File: src/rtl/bcd_updown_counter.sv
// bcd_updown_counter: DIGITS-decade BCD up/down counter with parallel load,
// direction-aware terminal count (done) and a registered wrap pulse.
// Optional build macro: BCD_COUNTER_SATURATE_EN (saturate instead of wrap).
module bcd_updown_counter #(
  parameter int unsigned DIGITS = 4
) (
  input  logic                  clk,
  input  logic                  reset,
  input  logic                  enable,
  input  logic                  up,
  input  logic                  load,
  input  logic [4*DIGITS-1:0]   load_value,
  output logic [4*DIGITS-1:0]   Q,
  output logic                  done,
  output logic                  wrap
);

  localparam logic [4*DIGITS-1:0] NINES = {DIGITS{4'h9}};

  logic [4*DIGITS-1:0] cnt_q, cnt_d;
  logic                wrap_q, wrap_d;
  logic [4*DIGITS-1:0] step_val;
  logic [4*DIGITS-1:0] load_clean;
  logic                carry;
  logic [3:0]          dig;

  // Ripple carry/borrow chain: a decade steps only when every lower decade is at its terminal digit
  always_comb begin
    step_val = cnt_q;
    carry    = 1'b1;
    dig      = 4'd0;
    for (int unsigned i = 0; i < DIGITS; i++) begin
      dig = cnt_q[4*i +: 4];
      if (carry) begin
        if (up) begin
          step_val[4*i +: 4] = (dig == 4'd9) ? 4'd0 : dig + 4'd1;
          carry              = (dig == 4'd9);
        end else begin
          step_val[4*i +: 4] = (dig == 4'd0) ? 4'd9 : dig - 4'd1;
          carry              = (dig == 4'd0);
        end
      end
    end
  end

  // Non-decimal load digits (A-F) are forced to zero
  always_comb begin
    load_clean = '0;
    for (int unsigned i = 0; i < DIGITS; i++) begin
      load_clean[4*i +: 4] = (load_value[4*i +: 4] > 4'd9) ? 4'd0 : load_value[4*i +: 4];
    end
  end

  // Terminal count follows the current direction
  always_comb begin
    done = up ? (cnt_q == NINES) : (cnt_q == '0);
  end

  // Next-state selection: load over enable over hold; wrap flags a step taken at terminal count
  always_comb begin
    cnt_d  = cnt_q;
    wrap_d = 1'b0;
    if (load) begin
      cnt_d = load_clean;
    end else if (enable) begin
      wrap_d = done;
`ifdef BCD_COUNTER_SATURATE_EN
      if (!done) begin
        cnt_d = step_val;
      end
`else
      // The ripple chain already rolls all-9 to all-0 and all-0 to all-9
      cnt_d = step_val;
`endif
    end
  end

  // State registers with synchronous reset
  always_ff @(posedge clk) begin
    if (reset) begin
      cnt_q  <= '0;
      wrap_q <= 1'b0;
    end else begin
      cnt_q  <= cnt_d;
      wrap_q <= wrap_d;
    end
  end

  assign Q    = cnt_q;
  assign wrap = wrap_q;

endmodule
File: config.mk
export PLATFORM = sky130hd
export DESIGN_NAME = bcd_updown_counter
export DESIGN_NICKNAME = d
export VERILOG_FILES = /design/src/rtl/bcd_updown_counter.sv
export SDC_FILE = /design/constraint.sdc
export NUM_CORES = 1
export LEC_CHECK = 0
export CAP_MARGIN = 0
export CORE_MARGIN = 1
export CORE_UTILIZATION = 54
export CTS_BUF_LIST = sky130_fd_sc_hd__clkbuf_16
export DETAILED_ROUTE_END_ITERATION = 10
export GPL_ROUTABILITY_DRIVEN = 1
export PLACE_DENSITY = 0.86
export SYNTH_ARGS = -nofsm -noshare
export SYNTH_HDL_FRONTEND = slang
export SYNTH_SLANG_ARGS = --single-unit
export TNS_END_PERCENT = 30
File: constraint.sdc
create_clock -name clk -period 3 [get_ports clk]
set_input_delay 0.75 -clock clk [delete_from_list [all_inputs] [get_ports clk]]
set_output_delay 0.75 -clock clk [all_outputs]
set_load 0.03 [all_outputs]
# --- Word level (Yosys, flattened, before mapping) ---
# Cells that the tools add are included.
totals:
  reg_bits: 17
  input_bits: 21
  output_inout_bits: 18
  wordCells: 63
classes:
  add_sub_neg: 8
  n_lt_le_gt_ge: 4
  eq_ne: 5
  muxes: 27
  n_bitwise: 1
  reduce_logical: 13
op_table:
  columns: ["operator", "n"]
  rows:
  - ["$mux 4", 19]
  - ["$mux 16", 2]
  - ["$add 4x1->4 const B", 4]
  - ["$eq 16x16->1 const B", 1]
  - ["$eq 4x4->1 const B", 4]
  - ["$gt 4x4->1 const B", 4]
  - ["$logic_not 16->1", 1]
  - ["$logic_not 4->1", 4]
  - ["$sub 4x1->4 const B", 4]
  - ["$reduce_bool 2->1", 4]
  - ["$mux 1", 6]
  - ["$reduce_and 2->1", 3]
  - ["$reduce_or 3->1", 1]
  - ["$not 1->1", 1]

# --- Logic depth before layout (Yosys ltp) ---
logic_depth:
  ltp_word: 7
  ltp_mapped: 7
  depth_no_buf: 5

# --- Worst setup path before layout ---
# Ideal clock, no wire load.
synth_timing:
  path_kind: "input port to output port"
  startpoint: "input port up"
  endpoint: "output port done"
  arrival_ns: 1.725
  t_required_ns: 2.250
  path_slack_ns: 0.525
  stages: 3
  n_path_buf: 0
  path_cell_list: "or3_4 nor4_1 o2111a_1"
synth_via:
  elab_chain_cells: 1
synth_rtl:
  columns: ["item", "line", "rtl"]
  rows:
  - ["start, declared", "10", "input logic up,"]
  - ["$mux 1", "56", "done = up ? (cnt_q == NINES) : (cnt_q == '0);"]
  - ["end, declared", "14", "output logic done,"]
# Every way passes these cells.

# --- Worst setup path after layout ---
# Ends and elaborated chain as after synthesis.

==> key figures <==
Timing
  • Max-Slew Margin vs Limit: 64.0%
  • Slew at the pin closest to its max-slew limit: 0.540 ns
  • RSZ-0062 raised after global routing: no
  • Max Clock Freq: 377 MHz
  • Aggregate negative setup slack: 0 ns
  • Final critical-path share of the clock period: 88.4%
  • Final setup skew: 0.00176 ns
  • Final-report max-slew violation count: 0
  • Fin. Hold Viols: 0
  • Final critical-path required period: 2.65 ns
  • Setup violation total in the final timing report: 0

Place
  • Count of input and output buffers: 38
  • Placed Instance Area: 1960 um2
  • GP Congestion: 0.777
  • Placed wire-length estimate: 2580 um

Detailed routing
  • Via density: 6.15
  • Detailed-routing iteration count for the pre-antenna-repair pass: 7
  • Detailed Route Iter0 Violations: 67
  • Remaining DRCs: 2
  • Routed wire length: 3800 um
  • Detailed-route wire length per cell: 14.1 um
  • DRT antenna net count: 0
  • Via count: 1,661

Yosys
  • Fraction of registers with async set or reset after synthesis: 0%
  • Synthesized netlist cell count: 214
  • Post-synthesis area per instance: 7.66 um2
  • Count of flip-flops with a built-in enable after synthesis: 0
  • Syn_nets: 235
  • Post-synthesis sequential element count: 17
  • Sequential element share of the synthesized area: 20.8%
  • Yosys warning total: 0
  • Yosys cell types: 58
  • Most common flop cell mapped by yosys: sky130_fd_sc_hd__dfxtp_1
  • Post-synth design cell area: 1640 um2

Worst setup path
  • Reg2Reg Launch Point: Q[3]$_SDFFE_PP0P_
  • Startpoint of the most critical setup path: up
  • Data arrival time of the critical path: 1.90 ns
  • Critical Path Fanout Max: 2
  • Worst reg2reg endpoint: Q[13]$_SDFFE_PP0P_
  • Worst R2R Setup Slack: 1.02 ns
  • Crit path required time: 2.25 ns
  • Startpoint types: input port
  • Worst Setup EP: done
  • Type of the worst setup path: in -> out
  • R2r worst-path depth: 6
  • Element type at the critical path end: primary output

Cells and area
  • Fraction of layout instances using a drive strength above 1: 13.0%
  • Area grow syn2layout: 26.6%
  • Register area: 340 um2
  • Total non-filler cell area in the finished layout: 2080 um2
  • Combined area of the multi-input logic cells: 1150 um2
  • Number of diodes: 0
  • Count of nets after finishing: 261
  • Fill cells: 220

Worst hold path
  • Tightest Hold Check Type: reg -> reg
  • Startpoint of the most critical hold path: Q[5]$_SDFFE_PP0P_

Clock tree
  • Root Driver: sky130_fd_sc_hd__clkbuf_16
  • Number of H-tree branching levels: 1
  • Clock transition at the register clock pins on the worst setup and hold paths after CTS: 0.05 ns
  • # Post-CTS Setup Buffers: 0
  • Maximum buffer depth of the clock tree: 2
  • TritonCTS clock tree: done
  • Skew-Pair Late Insertion Delay: 0.25 ns
  • TritonCTS Buffers: 3
  • Clock net sink count: 17

Pwr
  • Switching Share: 31.8%
  • Sum of internal, switching and leakage power: 0.000791 W
  • Power density relative to cell area: 381 nW/um2
  • Peak supply drop: 307 uV
  • Leakage Power: 0.774 nW
  • Part of the power in the clock network: 34.2%
  • Logic gate share of total power: 30.8%
  • Part of the power in registers: 35.0%
  • Switching Power: 0.000252 W
  • Internal power: 0.000539 W

GRT
  • Initial antenna violation count: 0
  • Wire length of the first global-routing pass: 6290 um
  • Total congestion overflow after global routing: 0
  • Overall Global Routing Usage: 24.3%
  • Pin count of the biggest net entering global routing: 37
  • Vias in the first global route: 1,378

Floorplanning
  • Chip width: 57.1 um
  • Area of the core region: 2810 um2
  • Area of the die: 3260 um2
  • Boundary Pins: 39
  • Site row count: 19
  • Height of the chip: 57.1 um
  • Effective utilization at floorplan: 58.4%

Status
  • Outcome: complete, but fails checks
  • Violated checks: DRC

Job
  • Max-cap violation count: 0
==> worst min path at each step <==
stage / endpoint / slack (ns) / cells after the start
2_1_floorplan: Q[5]$_SDFFE_PP0P_ / 0.75 / 2
3_3_place_gp: Q[14]$_SDFFE_PP0P_ / 0.63 / 2
3_5_place_dp: Q[14]$_SDFFE_PP0P_ / 0.65 / 2
4_1_cts: Q[5]$_SDFFE_PP0P_ / 0.66 / 2
5_1_grt: Q[5]$_SDFFE_PP0P_ / 0.71 / 2
6_report: Q[5]$_SDFFE_PP0P_ / 0.66 / 2
==> routing by layer <==
| layer | routed length [um] | GRT usage [%] | part of all wire (%) |
|---|---|---|---|
| met3 | 146 | 5.67 | 3.8 |
| met2 | 1820 | 39.8 | 48 |
| met4 | 31 | 5.92 | 0.81 |
| met5 | 0 | 0 | 0 |
| met1 | 1810 | 32.2 | 48 |
==> power by group through the flow <==
stage | Sequential (W) | Clock (W) | Combinational, W
5_1_grt | 0.000280 | 0.000286 | 0.000265
4_1_cts | 0.000274 | 0.000276 | 0.000239
2_1_floorplan | 0.000280 | 0 | 0.000162
3_5_place_dp | 0.000279 | 0 | 0.000237
6_report | 0.000277 | 0.000271 | 0.000243
3_3_place_gp | 0.000278 | 0 | 0.000233
==> Yosys cell counts (all sizes together), types with 6 or more instances <==
master	n	area, um2
clkbuf	8	30.0
a21oi	14	70.1
nand3	13	65.1
nor2	18	67.6
o21ai	13	65.1
nand2	12	45.0
xnor2	6	52.6
buf	18	129
dfxtp	17	340
a31oi	6	37.5
==> state kept, by name, summed over array words and instances (netlist names) <==
name	flops
Q	16
wrap	1
==> area by class of cell <==
type	instances	share of cell area, %
Multi-Input combinational cell	167	55.3
Clock inverter	1	0.181
Tap cell	31	1.87
Clock buffer	3	3.62
Inverter	4	0.723
Timing Repair Buffer	47	21.9
Sequential cell	17	16.4
==> cells by family (layout without fill, tap and decap cells) <==
logic type,after synthesis,in the layout,synth area share (%)
simple gates,82,82,27.7
compound gates,71,71,32.8
buf+inv,30,55,10.6
flops,17,17,20.8
xor+xnor,11,11,5.88
mux,3,3,2.21
==> critical path, stage by stage <==
cell	delay, ns
sky130_fd_sc_hd__dlymetal6s2s_1	0.15
sky130_fd_sc_hd__or3_4	0.35
sky130_fd_sc_hd__nor4_4	0.22
sky130_fd_sc_hd__o2111a_1	0.28
sky130_fd_sc_hd__buf_6	0.15
==> through the flow <==
step | setup slack (ns) | hold slack, ns | std cells | util, %
2_1_floorplan | 0.525 | 0.746 | 214 | -
3_3_place_gp | 0.0505 | 0.632 | 266 | 70.0
3_5_place_dp | 0.0232 | 0.651 | 266 | 70.0
4_1_cts | 0.00977 | 0.657 | 270 | 73.1
5_1_grt | 0.311 | 0.708 | 270 | 74.0
6_report | 0.349 | 0.657 | 270 | 74.0
==> cells in the final DEF (no fill, tap or decap), types with 6 or more instances in the layout <==
cell type / netlist / final
sky130_fd_sc_hd__a21oi_1: 14 / 14
sky130_fd_sc_hd__a31oi_1: 6 / 6
sky130_fd_sc_hd__buf_4: 4 / 8
sky130_fd_sc_hd__clkdlybuf4s50_1: 0 / 36
sky130_fd_sc_hd__dfxtp_1: 17 / 17
sky130_fd_sc_hd__nand2_1: 12 / 11
sky130_fd_sc_hd__nand3_1: 13 / 13
sky130_fd_sc_hd__nor2_1: 18 / 18
sky130_fd_sc_hd__o21ai_0: 13 / 13
sky130_fd_sc_hd__xnor2_1: 6 / 6
==> what timing repair did <==
item                       4_1_cts  5_1_grt
setup endpoints to repair        1        1
hold buffers                     0        0
pin swaps                        1        2
gates resized for setup          2        5
(Power assumes the default switching activity.)
